==> src/rtl/aer_token_encoder_pkg.sv <==
// Shared types for the AER token encoder: FSM states, event record, token indices
// and the 5-bit one-hot line encoding (bit0 Fs, bit1 Zero, bit2 One, bit3 X0, bit4 Fe).
package aer_pkg;

  typedef enum logic [1:0] {IDLE, SET, WAIT_HI, WAIT_LO} state_t;

  typedef struct packed {
    logic chan;
    logic dir;
  } ev_t;

  localparam logic [2:0] TOK_FS  = 3'd0;
  localparam logic [2:0] TOK_SEL = 3'd1;
  localparam logic [2:0] TOK_X0  = 3'd2;
  localparam logic [2:0] TOK_DIR = 3'd3;
  localparam logic [2:0] TOK_FE  = 3'd4;

  localparam int NUM_LINES = 5;

  localparam logic [4:0] LINE_FS   = 5'b00001;
  localparam logic [4:0] LINE_ZERO = 5'b00010;
  localparam logic [4:0] LINE_ONE  = 5'b00100;
  localparam logic [4:0] LINE_X0   = 5'b01000;
  localparam logic [4:0] LINE_FE   = 5'b10000;

  function automatic logic [4:0] tok_line(input logic [2:0] k, input ev_t ev);
    case (k)
      TOK_FS:  tok_line = LINE_FS;
      TOK_SEL: tok_line = ev.chan ? LINE_ONE : LINE_ZERO;
      TOK_X0:  tok_line = LINE_X0;
      TOK_DIR: tok_line = ev.dir ? LINE_ONE : LINE_ZERO;
      default: tok_line = LINE_FE;
    endcase
  endfunction

endpackage

==> src/rtl/aer_token_encoder_if.sv <==
// Event push port plus the five token lines and their acks between encoder and decoder.
interface aer_token_encoder_if;
  logic ev_valid;
  logic ev_ready;
  logic ev_chan;
  logic ev_dir;
  logic Fs, Zero, One, X0, Fe;
  logic Fs_ack, Zero_ack, One_ack, X0_ack, Fe_ack;

  modport master (
    input  ev_valid, ev_chan, ev_dir,
    input  Fs_ack, Zero_ack, One_ack, X0_ack, Fe_ack,
    output ev_ready,
    output Fs, Zero, One, X0, Fe
  );

  modport slave (
    output ev_valid, ev_chan, ev_dir,
    output Fs_ack, Zero_ack, One_ack, X0_ack, Fe_ack,
    input  ev_ready,
    input  Fs, Zero, One, X0, Fe
  );
endinterface

==> src/rtl/aer_token_encoder_ack_sync.sv <==
// Multi-flop synchroniser for one asynchronous ack; latency STAGES cycles, cleared by reset.
module aer_ack_sync #(
  parameter int STAGES = 2
) (
  input  logic clk,
  input  logic reset,
  input  logic async_in,
  output logic sync_out
);

  logic [STAGES-1:0] sr;

  always_ff @(posedge clk) begin
    if (reset) sr <= '0;
    else       sr <= {sr[STAGES-2:0], async_in};
  end

  assign sync_out = sr[STAGES-1];

endmodule

==> src/rtl/aer_token_encoder.sv <==
// Queues channel events and sends each as a 5-token return-to-zero frame, one 4-phase handshake per token.
// Optional per-phase watchdog with sticky timeout_err under `AER_TIMEOUT_EN.
module aer_token_encoder
  import aer_pkg::*;
#(
  parameter int FIFO_DEPTH     = 4,
  parameter int SYNC_STAGES    = 2,
  parameter int TIMEOUT_CYCLES = 1024
) (
  input  logic                clk,
  input  logic                reset,
  aer_token_encoder_if.master bus,
  output logic                busy,
  output logic                frame_done
`ifdef AER_TIMEOUT_EN
  ,
  output logic                timeout_err
`endif
);

  localparam int PW = $clog2(FIFO_DEPTH);

  ev_t           mem [FIFO_DEPTH];
  logic [PW:0]   wr_ptr, rd_ptr;
  logic          empty, full, push;

  state_t        state;
  logic [2:0]    k;
  ev_t           frame;
  logic [4:0]    lines;
  logic [4:0]    ack_raw, ack_sync, cur_mask;
  logic          cur_ack;

  assign empty        = (wr_ptr == rd_ptr);
  assign full         = (wr_ptr[PW] != rd_ptr[PW]) && (wr_ptr[PW-1:0] == rd_ptr[PW-1:0]);
  assign push         = bus.ev_valid && !full;
  assign bus.ev_ready = !full;
  assign busy         = (state != IDLE) || !empty;

  always_ff @(posedge clk) begin
    if (push) mem[wr_ptr[PW-1:0]] <= '{chan: bus.ev_chan, dir: bus.ev_dir};
  end

  always_ff @(posedge clk) begin
    if (reset) begin
      wr_ptr <= '0;
      rd_ptr <= '0;
    end else begin
      if (push) wr_ptr <= wr_ptr + 1'b1;
      if (state == IDLE && !empty) rd_ptr <= rd_ptr + 1'b1;
    end
  end

  assign ack_raw = {bus.Fe_ack, bus.X0_ack, bus.One_ack, bus.Zero_ack, bus.Fs_ack};

  for (genvar i = 0; i < NUM_LINES; i++) begin : g_sync
    aer_ack_sync #(.STAGES(SYNC_STAGES)) u_sync (
      .clk      (clk),
      .reset    (reset),
      .async_in (ack_raw[i]),
      .sync_out (ack_sync[i])
    );
  end

  // Only the ack of the line currently being handshaken matters; others are masked off.
  assign cur_mask = tok_line(k, frame);
  assign cur_ack  = |(ack_sync & cur_mask);

`ifdef AER_TIMEOUT_EN
  localparam int TW = $clog2(TIMEOUT_CYCLES) + 1;
  logic [TW-1:0] tmo_cnt;
  logic          waiting, tmo_hit;

  // "waiting" is exactly the condition under which the FSM holds its state.
  assign waiting = (state == WAIT_HI && !cur_ack) || (state == WAIT_LO && cur_ack);
  assign tmo_hit = waiting && (tmo_cnt == TW'(TIMEOUT_CYCLES - 1));

  always_ff @(posedge clk) begin
    if (reset || !waiting) tmo_cnt <= '0;
    else                   tmo_cnt <= tmo_cnt + TW'(1);
  end
`endif

  always_ff @(posedge clk) begin
    if (reset) begin
      state      <= IDLE;
      k          <= TOK_FS;
      frame      <= '0;
      lines      <= '0;
      frame_done <= 1'b0;
`ifdef AER_TIMEOUT_EN
      timeout_err <= 1'b0;
`endif
    end else begin
      frame_done <= 1'b0;
      case (state)
        IDLE: begin
          if (!empty) begin
            frame <= mem[rd_ptr[PW-1:0]];
            k     <= TOK_FS;
            state <= SET;
          end
        end
        SET: begin
          lines <= cur_mask;
          state <= WAIT_HI;
        end
        WAIT_HI: begin
          if (cur_ack) begin
            lines <= '0;
            state <= WAIT_LO;
          end
        end
        WAIT_LO: begin
          if (!cur_ack) begin
            if (k == TOK_FE) begin
              frame_done <= 1'b1;
              state      <= IDLE;
            end else begin
              k     <= k + 3'd1;
              state <= SET;
            end
          end
        end
        default: state <= IDLE;
      endcase
`ifdef AER_TIMEOUT_EN
      if (tmo_hit) begin
        lines       <= '0;
        state       <= IDLE;
        timeout_err <= 1'b1;
      end
`endif
    end
  end

  assign bus.Fs   = lines[0];
  assign bus.Zero = lines[1];
  assign bus.One  = lines[2];
  assign bus.X0   = lines[3];
  assign bus.Fe   = lines[4];

endmodule

==> src/flat_wrapper.sv <==
// flat-port wrapper written by rule: the top's interface ports become plain ports
module aer_token_encoder_flat import aer_pkg::*;
#(
  parameter int FIFO_DEPTH     = 4,
  parameter int SYNC_STAGES    = 2,
  parameter int TIMEOUT_CYCLES = 1024
)
  (clk, reset, busy, frame_done, bus_ev_valid, bus_ev_chan, bus_ev_dir, bus_Fs_ack, bus_Zero_ack, bus_One_ack, bus_X0_ack, bus_Fe_ack, bus_ev_ready, bus_Fs, bus_Zero, bus_One, bus_X0, bus_Fe);
  aer_token_encoder_if bus_i ();
  input  logic clk;
  input  logic reset;
  output logic busy;
  output logic frame_done;
  input wire logic [$bits(bus_i.ev_valid)-1:0] bus_ev_valid;
  input wire logic [$bits(bus_i.ev_chan)-1:0] bus_ev_chan;
  input wire logic [$bits(bus_i.ev_dir)-1:0] bus_ev_dir;
  input wire logic [$bits(bus_i.Fs_ack)-1:0] bus_Fs_ack;
  input wire logic [$bits(bus_i.Zero_ack)-1:0] bus_Zero_ack;
  input wire logic [$bits(bus_i.One_ack)-1:0] bus_One_ack;
  input wire logic [$bits(bus_i.X0_ack)-1:0] bus_X0_ack;
  input wire logic [$bits(bus_i.Fe_ack)-1:0] bus_Fe_ack;
  output wire logic [$bits(bus_i.ev_ready)-1:0] bus_ev_ready;
  output wire logic [$bits(bus_i.Fs)-1:0] bus_Fs;
  output wire logic [$bits(bus_i.Zero)-1:0] bus_Zero;
  output wire logic [$bits(bus_i.One)-1:0] bus_One;
  output wire logic [$bits(bus_i.X0)-1:0] bus_X0;
  output wire logic [$bits(bus_i.Fe)-1:0] bus_Fe;
  assign bus_i.ev_valid = bus_ev_valid;
  assign bus_i.ev_chan = bus_ev_chan;
  assign bus_i.ev_dir = bus_ev_dir;
  assign bus_i.Fs_ack = bus_Fs_ack;
  assign bus_i.Zero_ack = bus_Zero_ack;
  assign bus_i.One_ack = bus_One_ack;
  assign bus_i.X0_ack = bus_X0_ack;
  assign bus_i.Fe_ack = bus_Fe_ack;
  assign bus_ev_ready = bus_i.ev_ready;
  assign bus_Fs = bus_i.Fs;
  assign bus_Zero = bus_i.Zero;
  assign bus_One = bus_i.One;
  assign bus_X0 = bus_i.X0;
  assign bus_Fe = bus_i.Fe;
  aer_token_encoder #(.FIFO_DEPTH(FIFO_DEPTH), .SYNC_STAGES(SYNC_STAGES), .TIMEOUT_CYCLES(TIMEOUT_CYCLES)) u_core (.clk(clk), .reset(reset), .bus(bus_i), .busy(busy), .frame_done(frame_done));
endmodule
==> config.mk <==
export PLATFORM = sky130hd
export DESIGN_NAME = aer_token_encoder_flat
export DESIGN_NICKNAME = d
export VERILOG_FILES = /design/src/rtl/aer_token_encoder_pkg.sv /design/src/rtl/aer_token_encoder_if.sv /design/src/rtl/aer_token_encoder_ack_sync.sv /design/src/rtl/aer_token_encoder.sv /design/src/flat_wrapper.sv
export SDC_FILE = /design/constraint.sdc
export NUM_CORES = 1
export LEC_CHECK = 0
export CORE_MARGIN = 3
export CORE_UTILIZATION = 35
export DETAILED_ROUTE_END_ITERATION = 6
export GPL_TIMING_DRIVEN = 0
export PLACE_DENSITY_LB_ADDON = 0.1
export SYNTH_ARGS = -nofsm -noshare
export SYNTH_HDL_FRONTEND = slang
export SYNTH_SLANG_ARGS = --single-unit
==> constraint.sdc <==
create_clock -name clk -period 2.12 [get_ports clk]
set_input_delay 0.53 -clock clk [delete_from_list [all_inputs] [get_ports clk]]
set_output_delay 0.53 -clock clk [all_outputs]
set_load 0.005 [all_outputs]
==> impl_metrics.tcl <==
set metrics [dict create \
    pre_cts_slack_ns -0.265 \
    drc 0 \
    cts-root-buf "clkbuf_8" \
    hp-start "u_core.g_sync[0].u_sync.sr[0]$_SDFF_PP0_" \
    io_buffers 17 \
    synth-seq-cells 37 \
    die_width_um 77.7 \
    final_cell_area_um2 2230 \
    synthFlopType "dfxtp_1" \
    maxSlewViolCount 0 \
    clock_path_buffers 2 \
    grt_pass1_wl_um 6200 \
    grt_pass1_vias 1293 \
    clk_pin_slew_ns 0.07 \
    async_flop_share 0 \
    synth_area_leaders "dfxtp_1 32%, edfxtp_1 13%, ha_1 10%" \
    drtIter0Drc 96 \
    gr-usage-met2 0.208 \
    synth-compound-area-share 0.120 \
    syn_nets 197 \
    synth_area_um2 1800 \
    firstDrtPassIters 4 \
    cts_buffers 5 \
    worstPathArrival_ns 1.49 \
    p_per_area_nw_per_um2 898 \
    synth_edf_count 8 \
    fp.dieArea_um2 6040 \
    pin_count 18 \
    worst_pin_slew_ns 0.571 \
    critPathMaxFanout 3 \
    die_h_um 77.7 \
    cp-startpoint "u_core.wr_ptr[2]$_SDFFE_PP0P_" \
    area_delta_synth_final_pct 23.9 \
    synth-simple-area-share 0.171 \
    n_antenna_cell 0 \
    synth_top_area_frac 0.323 \
    crit_required_ns 1.59 \
    nets 226 \
    finalHoldViolations 0 \
    regToRegSetupSlack_ns 0.12 \
    synth_xor_area_frac 0.0431 \
    yosys_warnings 0 \
    ir_drop_mv 0.403 \
    vias_per_cell 4.90 \
    status "finished, final reports clean" \
    worst_slack_ns 0.105 \
    drt-wirelength-per-cell_um 13.7 \
    place.gp.congestion 0.816 \
    holdPathStages 1 \
    htreeDepth 2 \
    maxCapViolations 0 \
    cts_tree "built" \
    skew_ns 0.00385 \
    rr_startpoint "u_core.k[0]$_SDFFE_PP0P_" \
    rr_worst_depth 7 \
    r2r-end "u_core.state[1]$_SDFFE_PP0P_" \
    grt.met1_usage 0.169 \
    max_clock_freq_mhz 496 \
    cellLeakagePower_nw 0.841 \
    synth_most_common_cell "dfxtp_1" \
    grt_antenna_before_repair 0 \
    cts.sinks 37 \
    holdBufCountCts 0 \
    synth_fa_ha_area_frac 0.104 \
    synthTopCellsByCount "29 x dfxtp_1, 15 x ha_1, 14 x nor2_1, 13 x inv_1, 10 x nor2b_1" \
    use_met3 0.0313 \
    grt_max_degree 11 \
    syn_avg_cell_area_um2 10.5 \
    core_um2 4850 \
    synth_top_family_by_area "simple AND/OR/NAND/NOR gates" \
    ant_nets 0 \
    slew_headroom 0.617 \
    drt_wl_total_um 3680 \
    setup_viol 0 \
    cp-end-kind "primary output" \
    rsz0062_at_grt "false" \
    synth_top_cell_by_area "dfxtp_1" \
    placed_cell_area_um2 2050 \
    dpl.hpwl_um 2700 \
    critPathKind "register to primary output" \
    overflow 0 \
    ys_seq_area_frac 0.456 \
    period_share 0.951 \
    grtUsageTotal 0.131 \
    synth_cells 172 \
    min_to "u_core.g_sync[0].u_sync.sr[1]$_SDFF_PP0_" \
    period_needed_ns 2.02 \
    dr_total_vias 1318 \
    totalNegativeSetupSlack_ns 0 \
    clk_latency_ns 0.28 \
    initial_core_util 0.371 \
    synthMuxAreaShare 0.0626 \
    post-route-util 0.460 \
    row_count 25 \
    synth_cell_types 45 \
    critPathLaunchType "register" \
    final_layout_size_suffix_gt1_frac 0.193 \
    hp-class "register to register" \
    grt_busiest_layer "met2" \
]
[critical path, stage by stage (launching register included)]
cell and delay, ns:
dfxtp_1 0.42, xor2_1 0.22, nand3_1 0.10, clkdlybuf4s50_1 0.46
[cells by family (layout without fill, tap and decap cells)]
group	count (synthesis)	after routing
buf+inv	19	49
fa+ha+maj	15	15
xor+xnor	8	8
compound gates	29	29
mux	8	8
flops	37	37
simple gates	56	56
[sequential cells by signal, indices dropped and copies added, names as in the netlist]
name	cells
u_core.g_sync.u_sync.sr	10
u_core.k	3
u_core.wr_ptr	3
u_core.lines	5
u_core.frame_done	1
u_core.state	2
u_core.frame	2
u_core.mem	8
u_core.rd_ptr	3
[cells in the final DEF (no fill, tap or decap), drive strengths merged, types with 2 or more instances in the layout]
cell           synthesis  layout
dfxtp                 29      29
clkdlybuf4s50          0      16
ha                    15      15
nor2                  14      14
inv                   13      13
clkbuf                 4      12
nor2b                 10      10
nand2                  8       8
edfxtp                 8       8
buf                    2       7
a21oi                  7       7
mux2i                  6       6
xnor2                  6       6
nand3                  5       5
and2                   4       4
a31oi                  3       3
nor3b                  3       3
xor2                   2       2
mux4                   2       2
nand3b                 2       2
o21ai                  2       2
a311oi                 2       2
o22ai                  2       2
or2                    2       2
a21boi                 2       2
nor3                   2       2
a41oi                  2       2
[area by class of cell]
cell class / instances / area [um2]
plain buffers: 6 / 27.5
repair buffers: 22 / 206
well taps: 67 / 83.8
fillers: 457 / 2620
inverters: 13 / 48.8
multi-input cells: 116 / 951
flip-flops and latches: 37 / 831
clock buffers: 8 / 80.1
[through the flow]
stage	cells	power, mW	hold slack [ns]
floorplan	172	1.30	0.414
global route	269	2.14	0.451
global placement	256	1.46	0.426
CTS	269	2.00	0.436
detailed placement	256	1.48	0.420
finish	269	2.00	0.430
[how the worst max path moves through the flow]
stage / endpoint / slack, ns
floorplan: u_core.state[0]$_SDFFE_PP0P_ / 0.19
global placement: u_core.k[2]$_SDFFE_PP0P_ / -0.15
detailed placement: u_core.k[1]$_SDFFE_PP0P_ / -0.26
CTS: u_core.state[0]$_SDFFE_PP0P_ / 0.02
global route: bus_ev_ready / 0.007
finish: bus_ev_ready / 0.10
[power by group]
part | switching, mW | total (mW) | internal [mW]
Combinational | 0.314 | 0.657 | 0.343
Clock | 0.226 | 0.459 | 0.233
Sequential | 0.0831 | 0.885 | 0.802
Total | 0.623 | 2.00 | 1.38
[timing repair]
| action | CTS | global route |
|---|---|---|
| buffers inserted | 5 | 0 |
| pin swaps | 4 | 3 |
| endpoints found under the setup margin | 6 | 4 |
| resized for setup | 12 | 9 |
[metal layers]
metal	vias to the layer above	part of all wire
li1	656	-
met1	626	0.45
met2	32	0.49
met3	4	0.046
met4	0	0.0093
met5	-	0
Note: power is estimated with default switching activity, not from simulation.
